[src/rtl/boot_pkg.sv]
// rtl/boot_pkg.sv - shared FSM states and default parameters for the UART boot loader
// Defining BOOT_CHECKSUM_EN adds the CHECK state used for the trailing XOR byte.
package boot_pkg;

  localparam int BOOT_CLKS_PER_BIT = 104;
  localparam int BOOT_MAX_WORDS    = 1024;

  typedef enum logic [2:0] {
    ST_LEN_LO,
    ST_LEN_HI,
    ST_DATA,
`ifdef BOOT_CHECKSUM_EN
    ST_CHECK,
`endif
    ST_DONE,
    ST_ERROR
  } boot_state_t;

  typedef enum logic [1:0] {
    RX_IDLE,
    RX_START,
    RX_DATA,
    RX_STOP
  } rx_state_t;

endpackage

[src/rtl/uart_rx.sv]
// rtl/uart_rx.sv - 8N1 bit-level receiver, LSB first, mid-bit sampling
// Emits a one-cycle rx_valid for a good byte or frame_err for a low stop bit.
module uart_rx
  import boot_pkg::*;
#(
  parameter int CLKS_PER_BIT = BOOT_CLKS_PER_BIT
) (
  input  logic       clk,
  input  logic       reset,
  input  logic       rx,
  output logic       rx_valid,
  output logic [7:0] rx_byte,
  output logic       frame_err
);

  localparam int CW = $clog2(CLKS_PER_BIT + 1);
  localparam logic [CW-1:0] FULL = CW'(CLKS_PER_BIT - 1);
  localparam logic [CW-1:0] HALF = CW'(CLKS_PER_BIT / 2 - 1);

  rx_state_t     r_state;
  logic [1:0]    r_sync;
  logic          r_prev;
  logic [CW-1:0] r_cnt;
  logic [2:0]    r_bit;
  logic [7:0]    r_shift;
  logic [7:0]    r_byte;
  logic          r_valid;
  logic          r_ferr;
  logic          w_rx;

  assign w_rx      = r_sync[1];
  assign rx_valid  = r_valid;
  assign rx_byte   = r_byte;
  assign frame_err = r_ferr;

  always_ff @(posedge clk) begin
    if (reset) begin
      r_state <= RX_IDLE;
      r_sync  <= 2'b11;
      r_prev  <= 1'b1;
      r_cnt   <= '0;
      r_bit   <= '0;
      r_shift <= '0;
      r_byte  <= '0;
      r_valid <= 1'b0;
      r_ferr  <= 1'b0;
    end else begin
      r_sync  <= {r_sync[0], rx};
      r_prev  <= w_rx;
      r_valid <= 1'b0;
      r_ferr  <= 1'b0;
      case (r_state)
        RX_IDLE: begin
          if (r_prev && !w_rx) begin
            r_state <= RX_START;
            r_cnt   <= '0;
          end
        end
        RX_START: begin
          // a start bit that is high again at mid-bit was a glitch
          if (r_cnt == HALF) begin
            r_cnt   <= '0;
            r_bit   <= '0;
            r_state <= w_rx ? RX_IDLE : RX_DATA;
          end else begin
            r_cnt <= r_cnt + 1'b1;
          end
        end
        RX_DATA: begin
          if (r_cnt == FULL) begin
            r_cnt   <= '0;
            r_shift <= {w_rx, r_shift[7:1]};
            r_bit   <= r_bit + 3'd1;
            if (r_bit == 3'd7) r_state <= RX_STOP;
          end else begin
            r_cnt <= r_cnt + 1'b1;
          end
        end
        RX_STOP: begin
          if (r_cnt == FULL) begin
            r_cnt   <= '0;
            r_state <= RX_IDLE;
            if (w_rx) begin
              r_valid <= 1'b1;
              r_byte  <= r_shift;
            end else begin
              r_ferr <= 1'b1;
            end
          end else begin
            r_cnt <= r_cnt + 1'b1;
          end
        end
        default: r_state <= RX_IDLE;
      endcase
    end
  end

endmodule

[src/rtl/uart_boot_loader.sv]
// rtl/uart_boot_loader.sv - loads a length-prefixed little-endian image from UART into instruction memory
// BOOT_CHECKSUM_EN: expect a trailing XOR-of-payload byte before declaring DONE.
module uart_boot_loader
  import boot_pkg::*;
#(
  parameter int CLKS_PER_BIT = BOOT_CLKS_PER_BIT,
  parameter int MAX_WORDS    = BOOT_MAX_WORDS
) (
  input  logic        clk,
  input  logic        reset,
  input  logic        uart_rx,
  output logic        mem_we,
  output logic [31:0] mem_addr,
  output logic [31:0] mem_wdata,
  output logic        core_reset,
  output logic        done,
  output logic        error
);

  localparam logic [16:0] MAX_N = 17'(MAX_WORDS);

  boot_state_t r_state;
  logic [7:0]  r_len_lo;
  logic [15:0] r_len;
  logic [15:0] r_word_index;
  logic [1:0]  r_byte_idx;
  logic [31:0] r_acc;
  logic        r_mem_we;
  logic [31:0] r_mem_addr;
  logic [31:0] r_mem_wdata;
  logic        r_core_reset;
  logic        r_done;
  logic        r_error;
`ifdef BOOT_CHECKSUM_EN
  logic [7:0]  r_csum;
`endif

  logic        w_rx_valid;
  logic [7:0]  w_rx_byte;
  logic        w_frame_err;
  logic [15:0] w_len;

  assign w_len      = {w_rx_byte, r_len_lo};
  assign mem_we     = r_mem_we;
  assign mem_addr   = r_mem_addr;
  assign mem_wdata  = r_mem_wdata;
  assign core_reset = r_core_reset;
  assign done       = r_done;
  assign error      = r_error;

  uart_rx #(.CLKS_PER_BIT(CLKS_PER_BIT)) u_rx (
    .clk       (clk),
    .reset     (reset),
    .rx        (uart_rx),
    .rx_valid  (w_rx_valid),
    .rx_byte   (w_rx_byte),
    .frame_err (w_frame_err)
  );

  always_ff @(posedge clk) begin
    if (reset) begin
      r_state      <= ST_LEN_LO;
      r_len_lo     <= '0;
      r_len        <= '0;
      r_word_index <= '0;
      r_byte_idx   <= '0;
      r_acc        <= '0;
      r_mem_we     <= 1'b0;
      r_mem_addr   <= '0;
      r_mem_wdata  <= '0;
      r_core_reset <= 1'b1;
      r_done       <= 1'b0;
      r_error      <= 1'b0;
`ifdef BOOT_CHECKSUM_EN
      r_csum       <= '0;
`endif
    end else begin
      r_mem_we     <= 1'b0;
      r_core_reset <= (r_state != ST_DONE);
      if (w_frame_err && r_state != ST_DONE && r_state != ST_ERROR) begin
        r_state <= ST_ERROR;
        r_error <= 1'b1;
      end else if (w_rx_valid) begin
        case (r_state)
          ST_LEN_LO: begin
            r_len_lo <= w_rx_byte;
            r_state  <= ST_LEN_HI;
          end
          ST_LEN_HI: begin
            r_len <= w_len;
            if ({1'b0, w_len} > MAX_N) begin
              r_state <= ST_ERROR;
              r_error <= 1'b1;
            end else if (w_len == 16'd0) begin
`ifdef BOOT_CHECKSUM_EN
              r_state <= ST_CHECK;
`else
              r_state <= ST_DONE;
              r_done  <= 1'b1;
`endif
            end else begin
              r_state <= ST_DATA;
            end
          end
          ST_DATA: begin
            // newest byte enters at the top so byte 0 ends in [7:0]
            r_acc      <= {w_rx_byte, r_acc[31:8]};
            r_byte_idx <= r_byte_idx + 2'd1;
`ifdef BOOT_CHECKSUM_EN
            r_csum     <= r_csum ^ w_rx_byte;
`endif
            if (r_byte_idx == 2'd3) begin
              r_mem_we     <= 1'b1;
              r_mem_addr   <= {14'd0, r_word_index, 2'b00};
              r_mem_wdata  <= {w_rx_byte, r_acc[31:8]};
              r_word_index <= r_word_index + 16'd1;
              if (r_word_index == r_len - 16'd1) begin
`ifdef BOOT_CHECKSUM_EN
                r_state <= ST_CHECK;
`else
                r_state <= ST_DONE;
                r_done  <= 1'b1;
`endif
              end
            end
          end
`ifdef BOOT_CHECKSUM_EN
          ST_CHECK: begin
            if (w_rx_byte == r_csum) begin
              r_state <= ST_DONE;
              r_done  <= 1'b1;
            end else begin
              r_state <= ST_ERROR;
              r_error <= 1'b1;
            end
          end
`endif
          default: ;
        endcase
      end
    end
  end

endmodule
[config.mk]
export PLATFORM = sky130hd
export DESIGN_NAME = uart_boot_loader
export DESIGN_NICKNAME = d
export VERILOG_FILES = /design/src/rtl/boot_pkg.sv /design/src/rtl/uart_rx.sv /design/src/rtl/uart_boot_loader.sv
export SDC_FILE = /design/constraint.sdc
export NUM_CORES = 1
export LEC_CHECK = 0
export ABC_AREA = 0
export CAP_MARGIN = 20
export CELL_PAD_IN_SITES_DETAIL_PLACEMENT = 0
export CELL_PAD_IN_SITES_GLOBAL_PLACEMENT = 1
export CORE_MARGIN = 3
export CORE_UTILIZATION = 45
export CTS_CLUSTER_DIAMETER = 200
export DETAILED_ROUTE_END_ITERATION = 6
export PLACE_DENSITY = 0.95
export SETUP_SLACK_MARGIN = 0.15
export SKIP_CTS_REPAIR_TIMING = 1
export SYNTH_ARGS = -nofsm -noshare
export SYNTH_HDL_FRONTEND = slang
export SYNTH_SLANG_ARGS = --single-unit
[constraint.sdc]
create_clock -name clk -period 5.55 [get_ports clk]
set_clock_uncertainty 0.2 [all_clocks]
set_input_delay 0.555 -clock clk [delete_from_list [all_inputs] [get_ports clk]]
set_output_delay 0.555 -clock clk [all_outputs]
set_load 0.005 [all_outputs]
### Yosys cells after proc, flatten, opt, wreduce, memory -nomap -nowiden

Index checks and enable logic that the tools add are counted.

| operators by class | value |
|---|---|
| reduce and logical (&&, ||, !) cells | 30 |
| $add $sub $neg | 5 |
| bitwise logic cells | 5 |
| multiplexer cells | 33 |
| order comparisons | 1 |
| eq/ne operators | 23 |

Operators with widths:

| cell | number |
|---|---|
| two-way mux 3 bit | 7 |
| two-way mux 7 bit | 3 |
| one-hot mux 7 bit (3 select lines) | 1 |
| AND reduction 3 bit | 6 |
| adder 16 x 1 -> 16 bit (second input constant) | 1 |
| equality test 16 bit | 1 |
| > comparator 16 x 11 -> 1 bit (second input constant) | 1 |
| logical NOT 16 bit | 1 |
| subtractor 16 x 1 -> 16 bit (second input constant) | 1 |
| two-way mux 1 bit | 12 |
| two-way mux 2 bit | 6 |
| AND reduction 4 bit | 3 |
| inequality test 2 x 1 -> 1 bit (second input constant) | 5 |
| nonzero test 2 bit | 5 |
| inequality test 3 bit (second input constant) | 3 |
| one-hot mux 3 bit (3 select lines) | 1 |
| inequality test 2 bit (second input constant) | 4 |
| one-hot mux 2 bit (4 select lines) | 1 |
| adder 7 x 1 -> 7 bit (second input constant) | 1 |
| equality test 7 x 6 -> 1 bit (second input constant) | 1 |
| equality test 7 bit (second input constant) | 1 |
| AND reduction 7 bit | 1 |
| equality test 2 bit (second input constant) | 3 |
| one-hot mux 3 bit (2 select lines) | 1 |
| 20 further kinds | 27 |

| word-level totals | value |
|---|---|
| bits in registers | 162 |
| output and inout port bits | 68 |
| input port bits | 3 |
| word-level logic and storage cells | 119 |

### Depth between registers and ports, before layout

Gate-level depths: netlist of run 1.

| logic depth | value |
|---|---|
| depth after elaboration | 7 |
| depth in mapped cells | 9 |
| mapped depth without buffers | 9 |

### Hierarchy

From an unflattened synthesis of run 1, not the netlist that was laid out.

| second synthesis, totals | value |
|---|---|
| cells, all modules | 786 |
| area, all modules | 6578.8 um^2 |

Modules (own cells, without submodules):

| module | cells each | instances | seq. area each (um^2) | area an instance (um^2) |
|---|---|---|---|---|
| uart_boot_loader | 637 | 1 | 2422.3 | 5158.7 |
| uart_rx | 149 | 1 | 660.6 | 1420.1 |

### Least setup slack after synthesis of run 1

No wires, ideal clock.

| timing | value |
|---|---|
| path kind | reg2reg |
| start point | register r_len[0] |
| end point | register r_state[0] |
| required time | 5.284 ns |
| period minus slack after synthesis | 2.602 ns |
| data arrival time | 2.336 ns |
| setup slack | 2.948 ns |
| path buffers | 0 |
| stages on the path, launching flop included | 10 |
| library setup time | 0.066 ns |
| path through | dfxtp_1 -> inv_1 -> ha_1 -> nor3b_2 -> and2_1 -> a31oi_1 -> a221oi_1 -> nand4_1 -> or4_4 -> a21oi_2 |

| between the ends | value |
|---|---|
| cells in the longest elaborated chain, start to end | 4 |

Ends and longest elaborated chain:

| what | RTL line | source |
|---|---|---|
| from (decl) | uart_boot_loader.sv:24 | `logic [15:0] r_len;` |
| from (signal assigned) | uart_boot_loader.sv:90 | `r_len <= w_len;` |
| subtractor 16 x 1 -> 16 bit | uart_boot_loader.sv:117 | `if (r_word_index == r_len - 16'd1) begin` |
| equality test 16 bit | uart_boot_loader.sv:117 |  |
| inequality test 2 bit (no line) | - |  |
| AND reduction 4 bit (no line) | - |  |
| to (signal assigned) | uart_boot_loader.sv:98 | `r_state <= ST_DONE;` |
| to (signal assigned) | uart_boot_loader.sv:102 | `r_state <= ST_DATA;` |
| to (signal assigned) | uart_boot_loader.sv:121 | `r_state <= ST_DONE;` |
| to (decl) | uart_boot_loader.sv:22 | `boot_state_t r_state;` |

No other way between the ends.
A chain may end at the register's enable or synchronous reset.

### Final worst setup path of run 1

| timing | value |
|---|---|
| start point | register u_rx.r_valid (netlist: u_rx.rx_valid) |
| end point | register r_word_index[13] |

| between the ends | value |
|---|---|
| cells in the longest elaborated chain, start to end | 1 |

Ends and longest elaborated chain:

| what | RTL line | source |
|---|---|---|
| from (decl) | uart_rx.sv:27 | `logic r_valid;` |
| from (signal assigned) | uart_rx.sv:45 | `r_valid <= 1'b0;` |
| from (signal assigned) | uart_rx.sv:50 | `r_valid <= 1'b0;` |
| from (signal assigned) | uart_rx.sv:84 | `r_valid <= 1'b1;` |
| AND reduction 4 bit (no line) | - |  |
| to (signal assigned) | uart_boot_loader.sv:116 | `r_word_index <= r_word_index + 16'd1;` |
| to (decl) | uart_boot_loader.sv:25 | `logic [15:0] r_word_index;` |

No other way between the ends.

==> metrics.txt, run 1 <==
die height=approximately 130 um; routability cong.=around 0.86; number of flops mapped to enable cells by yosys=0; Yosys reg bits=about 150; P_sw=approximately 480 uW; ant diodes=0; Yosys warnings=0; cell internal pwr=about 1900 uW; DRT iter0 DRCs=around 400; Final setup viols=0; Hold Vio Cnt, Final=0; Worst Max-Slew Pin Slew=just over 1000 ps; setup TNS=0 ps; CTS tree=yes; # clock sinks=between 150 and 200; WS Path Type=register to register; sequential fraction of the synthesis area=47.0%; Num CTS Buffers=17; endpoint class of the critical path=register; initial antenna violation count=0; Final HPWL DP=between 8 and 9 mm; Port Buffer Count=between 50 and 60; DRC Markers=0; Async S/R FF share, synth=0%; minimum clock period after layout=3530 ps; switch share=between 20% and 30%; Worst Hold Class=register to register; ys flop type=dfxtp_1; global-route usage over all layers=between 10% and 20%; final slew viol count=0; logic gate share of total power=2.2%; Die X-Extent=~130 um; die area=between 15000 and 20000 um2; DRT antenna net count=0; Synth-to-Final Area Change=18.8%; Final Cycle Share=between 60% and 70%; wire per inst=between 10 and 15 um; layout cells sized above 1=around 6%; leak pwr=0.00273 uW; grt total ovfl=0; cell count after synthesis=around 800; CP required=~5700 ps; synthesized cell area=6560 um2; sequential power share=46.5%; crit path max-delay cell type=and3_2; Max-slew headroom=31.1%; crit-path max FO=58; core area=14100 um2; status=finished, final reports clean; # H-tree levels=4; CP startpoint kind=register; Max stage delay on crit path=slightly below 1000 ps; first-pass GRT wire length=between 20 and 25 mm; Ports=roughly 70; clock buffer depth=2; largest net degree at the start of global routing=~120; vias in the first global route=around 5000; routed vias/inst=5.19; Max Cap Viol=0; crit-path cells=nor2b_1 > nor2b_1 > and3_2 > nand4_1 > or3_1 > a21oi_1; Clock transition at path regs=about 60 ps; RSZ-0062 raised after global routing=no; Rows=43; WHS=just over 200 ps; Clock power frac=roughly 51%; initial core utilization=between 40% and 50%; P per Cell Area=~310 nW/um2; Initial DRT Pass Iterations=6; fmax=283 MHz; routed via count=about 5400; crit-path leading delay family=simple AND/OR/NAND/NOR gates; WP buf/inv=0; Critical Path AT=3680 ps; post-synth cell types=53; WL final=~14 mm; cell mode on critical path=nor2b_1; fin nets=about 860; Clk Tree Root Cell=clkbuf_16; clock latency on the worst-skew pair=about 420 ps; Avg Cell Area, Syn=slightly above 8 um2; Worst VDD drop=between 0.0002 and 0.0003 V
==> registers in the layout, summed over array words and instances, names as in the netlist, named ones only <==
name	cells
mem_wdata	32
r_acc	24
mem_addr	16
r_len	16
r_word_index	16
r_len_lo	8
u_rx.r_shift	8
u_rx.rx_byte	8
u_rx.r_cnt	7
r_state	3
u_rx.r_bit	3
r_byte_idx	2
u_rx.r_sync	2
core_reset	1
done	1
error	1
mem_we	1
u_rx.frame_err	1
u_rx.r_prev	1
u_rx.r_state	1
u_rx.rx_valid	1
==> area by class of cell <==
class	instances	area, um2
well taps	180	225
multi-input cells	598	3180
repair buffers	59	616
inverters	14	52.6
clock inverters	11	166
fillers	1325	6300
flip-flops and latches	154	3080
clock buffers	21	470
==> synthesized netlist by cell type, types with 4 or more instances <==
cell,number,area share (%)
nor2_1,68,3.9
inv_1,14,0.80
ha_1,10,1.9
xnor2_1,17,2.3
o21ai_0,15,1.1
mux2i_1,27,4.1
a21oi_1,113,8.6
nand4_1,9,0.86
dfxtp_1,154,47
buf_4,18,2.1
buf_1,4,0.23
nand2b_1,4,0.38
nand2_1,183,10
a31oi_1,5,0.48
xor2_1,12,1.6
clkbuf_1,41,2.3
or2_2,4,0.38
nand3_1,34,2.6
nor4_1,4,0.38
nor3_1,20,1.5
or3_1,9,0.86
nor2b_1,4,0.38
and3_1,7,0.67
==> kinds of logic (layout without fill, tap and decap cells) <==
family	Yosys count	after routing	synth area share, %
adders and majority gates	10	10	1.91
xor gates and xnor gates	29	29	3.87
AOI/OAI and AO/OA	153	153	12.7
other	1	16	0.0571
muxes	27	27	4.12
DFF	154	154	47.0
and+or+nand+nor	363	363	24.9
buffers and inverters	78	105	5.51
==> worst paths after layout <==
kind	from	end	slack, ps	depth (start not counted)
setup / recovery	u_rx.rx_valid$_SDFF_PP0_	r_word_index[13]$_SDFFE_PP0P_	2020	6
hold / removal	u_rx.r_sync[0]$_SDFF_PP1_	u_rx.r_sync[1]$_SDFF_PP1_	210	1
setup reg to reg	u_rx.rx_valid$_SDFF_PP0_	r_word_index[13]$_SDFFE_PP0P_	2020	6
hold reg to reg	u_rx.r_sync[0]$_SDFF_PP1_	u_rx.r_sync[1]$_SDFF_PP1_	210	1
==> power by group through the flow <==
stage | clock network [uW] | registers [uW] | logic (uW)
after floorplan | 0 | 1140 | 48.7
final | 1230 | 1110 | 52.7
after CTS | 1250 | 1110 | 50.2
after global placement | 0 | 1140 | 50.0
after global routing | 1310 | 1110 | 60.7
after detailed placement | 0 | 1140 | 50.2
==> per-layer routing <==
metal  wire [um]  up-vias  share of wire [%]  global-route usage (%)
met3         489       13                3.5                    5.22
met2        6270       84                 45                    26.5
met4         142        0                1.0                    5.43
li1            -     2777                  -                       -
met1        6990     2513                 50                    24.6
met5           0        -                  0                       0
==> placed cells by master, fill, tap and decap left out, drive strengths merged, types with 3 or more instances in the layout <==
cell           synthesis  layout
dfxtp                154     154
and3                   7       7
o21ai                 16      16
nand2                183     183
a21oi                114     114
nor4                   6       6
mux2i                 27      27
xor2                  12      12
buf                   23       6
clkbuf                41      21
nor2b                  4       4
o211ai                 4       4
clkinv                 0       3
nand3                 34      34
a31oi                  5       5
xnor2                 17      17
clkdlybuf4s50          0      53
and2                   3       3
nor2                  68      68
ha                    10      10
or3                    9       9
or2                    4       4
bufinv                 0       4
inv                   14      15
nand2b                 4       4
nand4                 10      10
nor3                  21      21
clkinvlp               0       3
nor3b                  4       4
conb                   1      16
==> metrics by stage <==
| step | instances | setup WS (ps) | util (%) | cell area, um2 | power, uW |
|---|---|---|---|---|---|
| finish | 1037 | 2020 | 55.3 | 7790 | 2390 |
| global placement | 1003 | 2110 | 50.4 | 7100 | 1190 |
| floorplan | 830 | 2950 | - | 6620 | 1180 |
| CTS | 1035 | 1990 | 54.9 | 7740 | 2410 |
| global route | 1037 | 1690 | 55.3 | 7790 | 2480 |
| detailed placement | 1003 | 2000 | 50.4 | 7100 | 1190 |
No activity file was read; power rests on OpenSTA's default activity.
==> inputs of run 2 (changes only) <==
Settings changed: CORE_UTILIZATION 45 to 38, PLACE_DENSITY 0.95 to 0.87.
Clock period 5.55 ns to 3 ns, I/O delays scaled along.
==> metrics.txt, run 2 (same netlist as run 1, synthesis figures left out) <==
Clock transition at path regs=60 ps (about the same); Placed Area=7250 um2 (+2.1%); DP Worst Slack=182 ps (-1820 ps); WS Path Type=register to register; DRT antenna net count=0 (unchanged); Max-slew headroom=34.1% (+3.0 points); sequential power share=49.6% (+3.1 points); status=finished, final reports clean; Total Power=4150 uW (+73%); setup TNS=0 ps (unchanged); Final Cycle Share=90.1% (+27 points); # clock sinks=154 (unchanged); FILL cells=1698 (+28%); ant diodes=0 (unchanged); RSZ-0062 raised after global routing=no; WHS=208 ps (+0.334 ps); Critical Path AT=2870 ps (-810 ps); Num CTS Buffers=17 (unchanged); endpoint class of the critical path=register; CP required=3160 ps (-2540 ps); wire per inst=13.1 um (-2.0%); CP startpoint kind=register; global-route usage over all layers=15.6% (-2.1 points); vias in the first global route=4816 (-0.80%); Port Buffer Count=54 (unchanged); minimum clock period after layout=2700 ps (-826 ps); routed vias/inst=5.02 (-3.4%); Synth-to-Final Area Change=19.1%; Final WS setup=296 ps (-1720 ps); layout cells sized above 1=6.94% (+0.88 points); leak pwr=0.00271 uW (-0.66%); crit-path max FO=7 (-88%); die height=137 um (+8.4%); first-pass GRT wire length=23.6 mm (+0.44%); Hold Vio Cnt, Final=0 (unchanged); # H-tree levels=4 (unchanged); clock latency on the worst-skew pair=430 ps (about the same); routability cong.=0.900 (+4.3%); DRT iter0 DRCs=317 (-21%); Ports=71 (unchanged); Final setup viols=0 (unchanged); Worst VDD drop=0.000504 V (+92%); Worst Hold Class=register to register; clock buffer depth=2 (unchanged); Rows=47 (+9.3%); Initial DRT Pass Iterations=5 (-1); largest net degree at the start of global routing=97 (-16%); Max Cap Viol=0 (unchanged); grt total ovfl=0 (unchanged); Clock power frac=47.9% (-3.4 points); Clk Tree Root Cell=clkbuf_16; initial antenna violation count=0 (unchanged); fin area=7820 um2 (+0.27%); logic gate share of total power=2.5% (+0.3 points); most common cell after layout, fill and taps aside=nand2_1; Die X-Extent=137 um (+8.4%); routed via count=5438 (+0.95%); Final HPWL DP=9.48 mm (+5.7%); core area=16800 um2 (+19%); CTS tree=yes; cell internal pwr=3240 uW (+69%); commonest non-fill, non-tap cells in the layout=nand2_1, dfxtp_1, a21oi_1; P per Cell Area=531 nW/um2 (+73%); fin nets=865 (+0.93%); DRC Markers=0 (unchanged); register area=3080 um2 (unchanged); die area=18900 um2 (+18%); switch share=22.0% (+1.8 points); initial core utilization=39.2% (-7.4 points); area of the multi-input gates=3200 um2 (+0.55%); number of flip-flops in the largest register=32 (unchanged); fmax=370 MHz (+31%); final slew viol count=0 (unchanged); WL final=14.2 mm (+2.4%); R2R Setup Slk=300 ps (-1720 ps); P_sw=913 uW (+89%); Worst Max-Slew Pin Slew=988 ps (-45.4 ps)
-- run 2: cell types whose count changed in the layout (fill, tap and decap cells not counted), sizes merged --
cell	delta
bufinv	-3
clkinvlp	+2
inv	+1
clkinv	-1
buf	+8
-- run 2: layout make-up --
cell class | count | area share [%]
multi-input cells | 598 | 40.9
flip-flops and latches | 154 | 39.4
repair buffers | 67 | 8.45
clock buffers | 21 | 5.76
well taps | 220 | 3.52
clock inverters | 10 | 1.22
inverters | 14 | 0.672
-- run 2: worst max-delay path, cell delays in order (launching register included) --
cell      delay (ps)
dfxtp_1          390
or4_4            620
o21ai_1          170
nand2_1           80
a221oi_1         280
nand4_1          170
or4_4            580
a21oi_2          140
-- run 2: metal layers --
metal | GRT usage (%) | up-vias | wire length (um)
li1 | - | 2803 | -
met1 | 21.6 | 2522 | 7020
met2 | 23.6 | 96 | 6450
met3 | 3.91 | 17 | 556
met4 | 5.82 | 0 | 203
met5 | 0 | - | 0
-- run 2: metrics by stage --
stage / cells / utilization, %
3_3_place_gp: 1053 / 43.3
6_report: 1084 / 46.6
2_1_floorplan: 830 / -
4_1_cts: 1084 / 46.5
5_1_grt: 1084 / 46.6
3_5_place_dp: 1053 / 43.3
-- run 2: final timing paths --
path | end | start | depth (start not counted)
setup / recovery | r_state[0]$_SDFFE_PP0P_ | r_len[0]$_SDFFE_PP0P_ | 7
hold / removal | u_rx.r_sync[1]$_SDFF_PP1_ | u_rx.r_sync[0]$_SDFF_PP1_ | 1
setup reg to reg | r_state[0]$_SDFFE_PP0P_ | r_len[0]$_SDFFE_PP0P_ | 7
hold reg to reg | u_rx.r_sync[1]$_SDFF_PP1_ | u_rx.r_sync[0]$_SDFF_PP1_ | 1
-- run 2: power by group through the flow --
stage               combinational [uW]  clock (uW)  sequential (uW)
finish                             103        1990             2060
detailed placement                99.9           0             2100
CTS                                101        2040             2060
global route                       116        2130             2060
floorplan                         90.1           0             2100
global placement                  99.4           0             2100
